--- src/rtl/spi_slave_interface.sv ---
// SPI slave: oversamples SCK/CS/MOSI on I_clk, receives and transmits bytes MSB-first
// in all four CPOL/CPHA modes, with a one-entry TX holding register and frame status pulses.
module spi_slave_interface #(
  parameter logic       C_CS_ACTIVE     = 1'b0,
  parameter logic [7:0] C_TX_DEFAULT    = 8'hFF,
  parameter logic       C_MISO_DEFLEVEL = 1'b0,
  parameter int         C_SYNC_STAGES   = 2
) (
  input  logic       I_clk,
  input  logic       I_rst_n,
  input  logic       I_cpol,
  input  logic       I_cpha,
  input  logic [7:0] I_tx_data,
  input  logic       I_tx_v,
  output logic       O_tx_ready,
  output logic       O_tx_underrun,
  output logic [7:0] O_rdata,
  output logic       O_rdata_v,
  output logic       O_frame_start,
  output logic       O_frame_end,
  output logic       O_frame_err,
  output logic       O_busy,
  input  logic       I_spi_sck,
  input  logic       I_spi_cs,
  input  logic       I_spi_mosi,
  output logic       O_spi_miso,
  output logic       O_spi_miso_oe
);

  typedef enum logic [1:0] {S_WAIT_IDLE, S_IDLE, S_ACTIVE} state_t;

  state_t                   state;
  logic [C_SYNC_STAGES-1:0] sck_sync, cs_sync, mosi_sync;
  logic                     sck_d;
  logic                     sck_s, cs_s, mosi_s, cs_act;
  logic                     sck_edge, lead, trail, sample_stb, shift_stb;
  logic                     cpol_q, cpha_q;
  logic [2:0]               bit_cnt;
  logic [7:0]               rx_sh;
  logic [6:0]               tx_sh;
  logic                     rdata_pend;
  logic [7:0]               hold_q;
  logic                     hold_full;
  logic [7:0]               tx_next;
  logic                     start, load_act, consume, write_en;

  // CS sync resets to the active level so a frame in progress at reset is
  // never mistaken for an idle bus.
  always_ff @(posedge I_clk) begin
    if (!I_rst_n) begin
      sck_sync  <= '0;
      cs_sync   <= {C_SYNC_STAGES{C_CS_ACTIVE}};
      mosi_sync <= '0;
      sck_d     <= 1'b0;
    end else begin
      sck_sync  <= {sck_sync[C_SYNC_STAGES-2:0], I_spi_sck};
      cs_sync   <= {cs_sync[C_SYNC_STAGES-2:0], I_spi_cs};
      mosi_sync <= {mosi_sync[C_SYNC_STAGES-2:0], I_spi_mosi};
      sck_d     <= sck_sync[C_SYNC_STAGES-1];
    end
  end

  assign sck_s      = sck_sync[C_SYNC_STAGES-1];
  assign cs_s       = cs_sync[C_SYNC_STAGES-1];
  assign mosi_s     = mosi_sync[C_SYNC_STAGES-1];
  assign cs_act     = (cs_s == C_CS_ACTIVE);
  assign sck_edge   = sck_s ^ sck_d;
  assign lead       = sck_edge && (sck_s != cpol_q);
  assign trail      = sck_edge && (sck_s == cpol_q);
  assign sample_stb = cpha_q ? trail : lead;
  assign shift_stb  = cpha_q ? lead : trail;

  assign tx_next  = hold_full ? hold_q : C_TX_DEFAULT;
  assign start    = (state == S_IDLE) && cs_act;
  // A shift strobe at bit count 0 is always a byte boundary: in CPHA=0 it is the
  // trailing edge after the 8th sample, in CPHA=1 the first leading edge of a byte.
  assign load_act = (state == S_ACTIVE) && cs_act && shift_stb && (bit_cnt == 3'd0);
  // CPHA=1 frames load on the first leading edge, so frame start must not consume.
  assign consume  = (start && !I_cpha) || load_act;
  // A write coinciding with a consume refills the register; the consume takes the old byte.
  assign write_en = I_tx_v && (!hold_full || consume);
  assign O_tx_ready = !hold_full;

  always_ff @(posedge I_clk) begin
    if (!I_rst_n) begin
      hold_q    <= '0;
      hold_full <= 1'b0;
    end else if (write_en) begin
      hold_q    <= I_tx_data;
      hold_full <= 1'b1;
    end else if (consume) begin
      hold_full <= 1'b0;
    end
  end

  always_ff @(posedge I_clk) begin
    if (!I_rst_n) begin
      state         <= S_WAIT_IDLE;
      cpol_q        <= 1'b0;
      cpha_q        <= 1'b0;
      bit_cnt       <= '0;
      rx_sh         <= '0;
      tx_sh         <= '0;
      rdata_pend    <= 1'b0;
      O_rdata       <= '0;
      O_rdata_v     <= 1'b0;
      O_frame_start <= 1'b0;
      O_frame_end   <= 1'b0;
      O_frame_err   <= 1'b0;
      O_tx_underrun <= 1'b0;
      O_busy        <= 1'b0;
      O_spi_miso    <= C_MISO_DEFLEVEL;
      O_spi_miso_oe <= 1'b0;
    end else begin
      O_rdata_v     <= rdata_pend;
      rdata_pend    <= 1'b0;
      O_frame_start <= 1'b0;
      O_frame_end   <= 1'b0;
      O_frame_err   <= 1'b0;
      O_tx_underrun <= consume && !hold_full;
      if (rdata_pend)
        O_rdata <= rx_sh;

      case (state)
        S_WAIT_IDLE: begin
          if (!cs_act)
            state <= S_IDLE;
        end

        S_IDLE: begin
          if (cs_act) begin
            cpol_q        <= I_cpol;
            cpha_q        <= I_cpha;
            bit_cnt       <= '0;
            O_frame_start <= 1'b1;
            O_spi_miso_oe <= 1'b1;
            O_busy        <= 1'b1;
            state         <= S_ACTIVE;
            if (!I_cpha) begin
              tx_sh      <= tx_next[6:0];
              O_spi_miso <= tx_next[7];
            end
          end
        end

        S_ACTIVE: begin
          if (!cs_act) begin
            O_frame_end   <= 1'b1;
            O_frame_err   <= (bit_cnt != 3'd0);
            O_spi_miso_oe <= 1'b0;
            O_spi_miso    <= C_MISO_DEFLEVEL;
            O_busy        <= 1'b0;
            state         <= S_IDLE;
          end else begin
            if (sample_stb) begin
              rx_sh   <= {rx_sh[6:0], mosi_s};
              bit_cnt <= bit_cnt + 3'd1;
              if (bit_cnt == 3'd7)
                rdata_pend <= 1'b1;
            end
            if (shift_stb) begin
              if (bit_cnt == 3'd0) begin
                tx_sh      <= tx_next[6:0];
                O_spi_miso <= tx_next[7];
              end else begin
                tx_sh      <= {tx_sh[5:0], 1'b0};
                O_spi_miso <= tx_sh[6];
              end
            end
          end
        end

        default: state <= S_WAIT_IDLE;
      endcase
    end
  end

endmodule

--- config.mk ---
export PLATFORM = sky130hd
export DESIGN_NAME = spi_slave_interface
export DESIGN_NICKNAME = d
export VERILOG_FILES = /design/src/rtl/spi_slave_interface.sv
export SDC_FILE = /design/constraint.sdc
export NUM_CORES = 1
export LEC_CHECK = 0
export CAP_MARGIN = 5
export CORE_AREA = 2 2 77 94
export DETAILED_ROUTE_END_ITERATION = 10
export DIE_AREA = 0 0 79 96
export GPL_ROUTABILITY_DRIVEN = 0
export MAX_ROUTING_LAYER = met4
export PLACE_DENSITY_LB_ADDON = 0.12
export SLEW_MARGIN = 20
export SYNTH_ARGS = -nofsm -noshare
export SYNTH_HDL_FRONTEND = slang
export SYNTH_SLANG_ARGS = --single-unit
export TNS_END_PERCENT = 100
--- constraint.sdc ---
create_clock -name I_clk -period 3.1 [get_ports I_clk]
set_input_delay 0.465 -clock I_clk [delete_from_list [all_inputs] [get_ports I_clk]]
set_output_delay 0.465 -clock I_clk [all_outputs]
set_load 0.01 [all_outputs]
==> results of run 1 <==
-- routing by layer --
metal  part of all wire (%)  vias to the layer above  GRT usage (%)
li1                       -                      868              -
met1                     51                      784          18.53
met2                     44                       26          20.06
met3                    3.2                        6          3.096
met4                    1.6                        0          5.603
met5                      0                        -              -
-- final cells by class --
class	count	area [um2]	share of cell area, %
Clock buffer	5	68.82	2.480
Clock inverter	3	47.55	1.713
Inverter	12	45.04	1.623
Multi-Input combinational cell	156	1081	38.95
Sequential cell	54	1081	38.95
Tap cell	87	108.9	3.922
Timing Repair Buffer	35	342.8	12.35
-- final timing paths --
check,start,endpoint,cells after the start
min,sck_sync[0]$_SDFF_PN0_,sck_sync[1]$_SDFF_PN0_,1
min reg2reg,sck_sync[0]$_SDFF_PN0_,sck_sync[1]$_SDFF_PN0_,1
max,state[1]$_SDFFE_PN0P_,tx_sh[1]$_SDFFE_PN0P_,4
max reg2reg,state[1]$_SDFFE_PN0P_,tx_sh[1]$_SDFFE_PN0P_,4
-- synth_stat cells, types with 2 or more instances --
master / number
ha_1: 3
o2111ai_1: 2
dfxtp_1: 54
and4bb_2: 2
o21ai_0: 4
o211ai_1: 2
nand2_1: 37
clkbuf_1: 8
a311o_1: 7
nand3_1: 6
buf_2: 4
nand2b_1: 4
o311ai_0: 2
nor2b_1: 3
buf_4: 2
a21oi_1: 7
nor2_1: 12
mux2i_1: 32
buf_1: 2
inv_1: 11
nor3_1: 8
and2_1: 9
-- power breakdown --
part           switching (uW)  internal (uW)
logic                    49.3           53.9
clock network             244            245
registers                14.3            710
total                     307           1010
-- kinds of logic after synthesis --
logic type / count (synthesis)
xor+xnor: 1
fa+ha+maj: 3
flops: 54
buf+inv: 29
compound gates: 32
simple gates: 86
mux: 34
-- state kept, by name, summed over array words and instances (netlist names), 2 cells and up --
signal and count:
O_rdata 8, bit_cnt 3, cs_sync 2, hold_q 8
mosi_sync 2, rx_sh 8, sck_sync 2, state 2
tx_sh 7
-- metrics by stage --
step                      cell area (um2)  std cells
after floorplan                      2291        239
after global placement               2659        344
after detailed placement             2659        344
after CTS                            2775        352
after global routing                 2775        352
final                                2775        352
-- critical path, delay by kind of cell, from the launching register on --
family / cells / cell delay (ns)
compound gates: 1 / 0.43
mux: 1 / 0.12
simple gates: 2 / 0.96
flops: 1 / 0.49
==> flow_summary_export.csv, run 1 <==
group,metric,value,unit
routing,first_pass_iters,4,
clocking,hold_buffers,0,
floorplanning,std_cell_rows,33,
clocking,cts_buffer_depth,2,
clocking,clockRootBuffer,"clkbuf_8",
floorplanning,io-pin-count,33,
final_layout,final_util,41.49,%
routing,drt_iter0_drc,63,
worst_setup_path,cp_slowest_cell,"nand2b_1",
sta,setup_ws,1.030,ns
floorplanning,initial_utilization,34.25,%
synthesis,synth-seq-cells,54,
sta,rsz0062_at_grt,"false",
synthesis,synth-async-reset-ratio,0,%
sta,setup-violations-final,0,
final_layout,fillers,702,
worst_setup_path,cp_data_required_time,3.34,ns
synthesis,synth_top_area_share,47.19,%
sta,clock.fmax,483.2,MHz
synthesis,netlist_instances,239,
sta,slew_violations,0,
sta,tns,0,ns
worst_setup_path,ff2ff_setup_slack,1.03,ns
clocking,htreeDepth,2,
worst_setup_path,crit_fanout,19,
grt,grt_pass1_wl,7928,um
grt,globalRouteTotalUtil,13.78,%
synthesis,synthXorXnorAreaFrac,0.3823,%
floorplanning,coreArea,0.006689,mm2
synthesis,synthAdderAreaFrac,1.638,%
routing,drc_errors,0,
synthesis,synth-main-ff-cell,"dfxtp_1",
final_layout,final_nets,283,
synthesis,synthesis.nets,258,
synthesis,synthMuxAreaShare,15.24,%
synthesis,ys_warn_count,0,
sta,finalHoldViolations,0,
synthesis,synth_top_family_by_area,"simple AND/OR/NAND/NOR gates",
worst_setup_path,cp_common_cell,"nand2b_1",
final_layout,area.growth.synth_to_final,21.14,%
final_layout,layout-drive-gt1-share,7.170,%
worst_setup_path,critPathLaunchType,"flop",
final_layout,diodes,0,
power,power,1317,uW
floorplanning,die_y,96,um
synthesis,synth_area,0.002291,mm2
final_layout,layout_common_cells,"dfxtp_1, nand2_1, mux2i_1, clkdlybuf4s50_1, nor2_1",
synthesis,synth.area.top_cells,"dfxtp_1, mux2i_1, nand2_1",
grt,gr-total-overflow,0,
routing,routedWlPerCell,13.42,um
power,vdd_drop_max,0.0002199,V
clocking,clk_latency,0.31,ns
worst_setup_path,crit_path_end_kind,"flop",
power,leakagePower,0.001015,uW
clocking,cts_resized,0,
placed_design,io_buffers,32,
floorplanning,fp.dieArea,0.007584,mm2
routing,vias,1684,
worst_setup_path,criticalPathCategory,"flop to flop",
synthesis,synth_edf_count,0,
clocking,clk_pin_slew,0.10,ns
sta,worst_pin_slew,0.7365,ns
routing,routed_via_density,4.784,
worst_setup_path,cp_cell_sequence,"nand2b_1, nand2b_1, a311o_1, mux2i_1",
synthesis,synthSimpleGateAreaFrac,18.24,%
sta,whs,0.4419,ns
routing,ant_nets,0,
routing,wl,4724,um
synthesis,synth_top_area_cell,"dfxtp_1",
synthesis,seq_area_frac_synth,47.19,%
final_layout,layout_commonest_cell,"dfxtp_1",
worst_setup_path,max_stage_delay,0.50,ns
worst_hold_path,min_path_type,"flop to flop",
grt,antenna_found_initial,0,
grt,grt_max_degree,54,
floorplanning,die_width,79,um
run,cap_violations,0,
sta,finClkSkew,0.01003,ns
sta,fin_crit_sh,66.77,%
synthesis,synth_compound_area_share,11.69,%
sta,max-slew-margin-rel,50.90,%
power,powerDensity,474.5,mW/mm2
grt,grt_pass1_vias,1634,
placed_design,hpwl,3024,um
clocking,post_cts_buffers,0,
sta,post-route-min-period,2.070,ns
status,status,"complete, no violations",
worst_setup_path,critPathArrivalTime,2.31,ns
clocking,cts_tree,"built",
clocking,cts_sinks,54,
clocking,cts_buffers,5,
placed_design,dpl_worst_slack,1.001,ns
synthesis,syn_avg_cell_area,9.586,um2
synthesis,synth_cell_types,40,
Power figures use the tool's default switching activity.
==> run 2: changes to the inputs <==
==> constraint.sdc (replaced) <==
create_clock -name I_clk -period 1.99 [get_ports I_clk]
set_input_delay 0.2985 -clock I_clk [delete_from_list [all_inputs] [get_ports I_clk]]
set_output_delay 0.2985 -clock I_clk [all_outputs]
set_load 0.01 [all_outputs]
==> run 2 against run 1 <==
Against the previous run:
- wire length up 0.53%
- largest power group unchanged
- global-route usage increased by 0.21 points
- die area unchanged
- critical endpoint is now O_spi_miso$_SDFFE_PN0P_
==> flow_summary_export.csv, run 2 (synthesis gave the netlist of run 1 again) <==
group,metric,value,unit
status,status,"complete, no violations",
power,switching_share,23.33,%
clocking,hold_buffers,0,
clocking,cts_tree,"built",
clocking,cts_sinks,54,
power,powerDensity,682.0,mW/mm2
routing,met2_length,2138,um
final_layout,final_cell_count_no_fill,363,
clocking,post_cts_buffers,0,
floorplanning,die_width,79,um
routing,wl_met3,137,um
clocking,cts_resized,0,
sta,slew_violations,0,
sta,setup-violations-final,0,
power,p_int,1488,uW
routing,drt_iter0_drc,89,
power,leakagePower,0.001059,uW
routing,routed_via_density,4.738,
floorplanning,die_y,96,um
final_layout,reg_top3,"O_rdata: 8 flops, hold_q: 8 flops, rx_sh: 8 flops",
floorplanning,coreArea,0.006689,mm2
floorplanning,initial_utilization,34.25,%
power,p_sw,452.8,uW
floorplanning,std_cell_rows,33,
routing,routed.top_layer,"met4",
placed_design,io_buffers,32,
floorplanning,fp.dieArea,0.007584,mm2
sta,fin_crit_sh,84.46,%
clocking,clk_pin_slew,0.10,ns
final_layout,fillers,687,
final_layout,area.growth.synth_to_final,24.19,%
power,seq_power_share,57.8,%
clocking,cts_buffer_depth,2,
worst_setup_path,max_stage_delay,0.39,ns
worst_hold_path,min_path_type,"flop to flop",
clocking,clockRootBuffer,"clkbuf_8",
power,comb_power_share,9.7,%
worst_setup_path,cp_data_required_time,2.21,ns
grt,globalRouteTotalUtil,13.99,%
grt,grt_pass1_vias,1693,
worst_setup_path,criticalPathCategory,"flop to flop",
sta,rsz0062_at_grt,"false",
sta,post-route-min-period,1.681,ns
grt,grt_pass1_wl,8093,um
clocking,cts_buffers,5,
clocking,clk_latency,0.30,ns
grt,grt_max_degree,30,
power,clkPwrFrac,32.6,%
worst_setup_path,critPathLaunchType,"flop",
placed_design,placed_cells_incl_taps,355,
grt,gr-total-overflow,0,
sta,worst_pin_slew,0.4989,ns
routing,drc_errors,0,
final_layout,diodes,0,
final_layout,layout-drive-gt1-share,10.51,%
routing,first_pass_iters,4,
floorplanning,io-pin-count,33,
power,vdd_drop_max,0.0003628,V
sta,finClkSkew,0.009977,ns
placed_design,dpl_worst_slack,0.07505,ns
worst_setup_path,critPathArrivalTime,1.91,ns
clocking,htreeDepth,2,
final_layout,final_util,42.54,%
worst_setup_path,cp_cell_sequence,"inv_1, ha_1, nor2b_1, buf_4, nor4b_1, a221oi_2, a311oi_1",
final_layout,final_nets,294,
run,cap_violations,0,
worst_setup_path,cp_slowest_cell,"dfxtp_1",
routing,vias,1720,
final_layout,layout_common_cells,"dfxtp_1, nand2_1, mux2i_1, clkdlybuf4s50_1, buf_4",
sta,tns,0,ns
sta,max-slew-margin-rel,66.69,%
sta,finalHoldViolations,0,
placed_design,hpwl,3248,um
grt,antenna_found_initial,0,
routing,wl,4749,um
worst_setup_path,crit_path_end_kind,"flop",
final_layout,layout_commonest_cell,"dfxtp_1",
routing,routedWlPerCell,13.08,um
worst_setup_path,crit_fanout,7,
routing,drt-met1-wl,2416,um
sta,clock.fmax,595.0,MHz
sta,setup_ws,0.3093,ns
routing,ant_nets,0,
[run 2: critical path: cells and delay by family (launching register included)]
kind	cells	cell delay, ns
buffers and inverters	2	0.24
AOI/OAI and AO/OA	2	0.29
and+or+nand+nor	2	0.46
DFF	1	0.39
adders and majority gates	1	0.21
[run 2: stage by stage]
step	hold WS, ns	instance area [um2]	total power, uW
after floorplan	0.4119	2291	1249
after global placement	0.4195	2754	1336
after detailed placement	0.4184	2754	1337
after CTS	0.4428	2845	1977
after global routing	0.4669	2845	2030
final	0.4396	2845	1940
[run 2: layer usage]
metal	vias to the layer above	track usage, %
met5	-	-
met3	6	3.096
li1	888	-
met1	798	17.80
met2	28	22.10
met4	0	4.741
[run 2: cell type report]
class	count	area, um2	share of cell area, %
repair buffers	46	437.9	15.39
clock inverters	1	5.005	0.1759
inverters	12	45.04	1.583
multi-input cells	156	1081	37.99
well taps	87	108.9	3.826
flip-flops and latches	54	1081	37.99
clock buffers	7	86.33	3.034
[run 2: power by group through the flow]
stage / Combinational, uW / Clock (uW) / Sequential (uW)
2_1_floorplan: 104 / 0 / 1150
3_3_place_gp: 189 / 0 / 1150
3_5_place_dp: 190 / 0 / 1150
4_1_cts: 190 / 665 / 1120
5_1_grt: 204 / 701 / 1130
6_report: 187 / 632 / 1120
[run 2: final timing paths]
kind | cells after the start | slack (ns) | from | endpoint
setup / recovery | 7 | 0.31 | bit_cnt[0]$_SDFFE_PN0P_ | O_spi_miso$_SDFFE_PN0P_
hold / removal | 1 | 0.44 | cs_sync[0]$_SDFF_PN0_ | cs_sync[1]$_SDFF_PN0_
setup reg to reg | 7 | 0.31 | bit_cnt[0]$_SDFFE_PN0P_ | O_spi_miso$_SDFFE_PN0P_
hold reg to reg | 1 | 0.44 | cs_sync[0]$_SDFF_PN0_ | cs_sync[1]$_SDFF_PN0_
==> run 3: changes to the inputs <==
==> constraint.sdc (replaced) <==
create_clock -name I_clk -period 1.4 [get_ports I_clk]
set_input_delay 0.21 -clock I_clk [delete_from_list [all_inputs] [get_ports I_clk]]
set_output_delay 0.21 -clock I_clk [all_outputs]
set_load 0.01 [all_outputs]
==> run 3 against run 2 <==
Against the previous run:
- the run now ends with negative setup slack left
- worst hold slack worse by 0.0047 ns
- first-iteration DRC count down 24%
- register-to-register slack worse by 0.42 ns
- clock skew up 0.0028 ns
- final cell count up 4.7%
- sequential power up 42%
- via count up 4.6%
- core utilization up 4.3 points
- critical endpoint is now hold_q[2]$_SDFFE_PN0P_
==> flow_summary_export.csv, run 3 (synthesis gave the netlist of run 1 again) <==
group,metric,value,unit
clocking,clk_latency,0.32,ns
placed_design,placed_cells_incl_taps,367,
clocking,cts_buffers,5,
sta,post-route-min-period,1.514,ns
sta,finalHoldViolations,0,
grt,antenna_found_initial,0,
power,vdd_drop_max,0.0003942,V
grt,gr-total-overflow,0,
clocking,cts_tree,"built",
run,cap_violations,0,
routing,wl,5059,um
final_layout,diodes,0,
status,violations,"negative setup slack",
final_layout,layout_common_cells,"dfxtp_1, nand2_1, mux2i_1",
floorplanning,io-pin-count,33,
grt,grt_pass1_wl,8231,um
sta,max-slew-margin-rel,65.26,%
worst_setup_path,critPathLaunchType,"flop",
grt,globalRouteTotalUtil,14.46,%
floorplanning,die_width,79,um
final_layout,layout-drive-gt1-share,22.53,%
power,leakagePower,0.001283,uW
floorplanning,coreArea,0.006689,mm2
final_layout,final_nets,311,
sta,setup_ws,-0.1144,ns
floorplanning,die_y,96,um
clocking,clk_pin_slew,0.10,ns
power,powerDensity,916.0,mW/mm2
sta,rsz0062_at_grt,"true",
clocking,htreeDepth,2,
final_layout,layout_commonest_cell,"dfxtp_1",
final_layout,postLayoutCellArea,0.003134,mm2
worst_hold_path,min_path_type,"input pin to flop",
placed_design,hpwl,3504,um
placed_design,dpl_cell_area,0.002905,mm2
routing,routed_via_density,4.734,
worst_setup_path,crit_fanout,8,
routing,drt_iter0_drc,68,
routing,ant_nets,0,
clocking,clockRootBuffer,"clkbuf_8",
final_layout,final_cell_count_no_fill,380,
routing,routedWlPerCell,13.31,um
floorplanning,initial_utilization,34.25,%
sta,slew_violations,0,
grt,grt_pass1_vias,1728,
sta,worst_pin_slew,0.5204,ns
worst_setup_path,crit_path_end_kind,"flop",
routing,vias,1799,
sta,finClkSkew,0.01282,ns
worst_setup_path,cp_data_required_time,1.61,ns
final_layout,area.growth.synth_to_final,36.81,%
worst_setup_path,criticalPathCategory,"flop to flop",
routing,drc_errors,0,
worst_setup_path,critPathArrivalTime,1.72,ns
floorplanning,fp.dieArea,0.007584,mm2
sta,fin_crit_sh,108.2,%
clocking,cts_sinks,54,
placed_design,io_buffers,32,
routing,first_pass_iters,4,
status,status,"complete, but fails checks",
final_layout,reg_top3,"O_rdata: 8 flops, hold_q: 8 flops, rx_sh: 8 flops",
grt,grt_max_degree,31,
clocking,cts_buffer_depth,2,
floorplanning,std_cell_rows,33,
sta,clock.fmax,660.3,MHz
final_layout,final_util,46.86,%
sta,setup-violations-final,24,
==> run 3: cell type report <==
| type | count | area [um2] |
|---|---|---|
| Multi-Input combinational cell | 156 | 1200 |
| Inverter | 12 | 45.04 |
| Timing Repair Buffer | 63 | 581.8 |
| Fill cell | 663 | 3555 |
| Tap cell | 87 | 108.9 |
| Clock inverter | 1 | 7.507 |
| Clock buffer | 7 | 97.59 |
| Sequential cell | 54 | 1094 |
==> run 3: worst paths after layout <==
kind,from,to,slack [ns],cells after the start
setup / recovery,cpha_q$_SDFFE_PN0N_,hold_q[2]$_SDFFE_PN0P_,-0.11,6
hold / removal,I_cpol,cpol_q$_SDFFE_PN0N_,0.43,3
setup reg to reg,cpha_q$_SDFFE_PN0N_,hold_q[2]$_SDFFE_PN0P_,-0.11,6
hold reg to reg,mosi_sync[0]$_SDFF_PN0_,mosi_sync[1]$_SDFF_PN0_,0.44,1
==> run 3: routing by layer <==
metal | vias up | global-route usage [%] | part of all wire (%)
met2 | 31 | 21.96 | 47
met5 | - | - | 0
met3 | 8 | 3.659 | 4.2
met4 | 0 | 6.178 | 1.5
li1 | 921 | - | -
met1 | 839 | 18.33 | 48
==> run 3: report_power, final <==
part	total [uW]	internal, uW	switching, uW
registers	1590	1570	20.5
clock network	992	463	529
logic	288	152	136
total	2870	2190	686
==> run 3: per-stage QoR <==
| step | setup slack [ns] | hold WS, ns | total power (uW) | setup TNS, ns |
|---|---|---|---|---|
| after floorplan | -0.04260 | 0.3357 | 1781 | -0.2241 |
| after global placement | -0.3860 | 0.4186 | 1905 | -6.268 |
| after detailed placement | -0.3939 | 0.4200 | 1905 | -6.183 |
| after CTS | -0.09869 | 0.4258 | 2906 | -1.726 |
| after global routing | -0.1691 | 0.4444 | 2997 | -3.029 |
| final | -0.1144 | 0.4349 | 2871 | -1.188 |
==> run 3: worst max-delay path: stages (launching register included) <==
cell       delay [ns]
dfxtp_4          0.37
xor2_4           0.25
mux2i_4          0.32
buf_6            0.16
o2bb2ai_4        0.06
buf_12           0.14
mux2i_1          0.11
==> run 3: timing repair <==
action | CTS | global route
hold buffers | 0 | 0
cloned | 1 | 0
buffers inserted | 3 | 4
endpoints found under the setup margin | 39 | 33
gates resized for setup | 27 | 10
pin swaps | 2 | 8
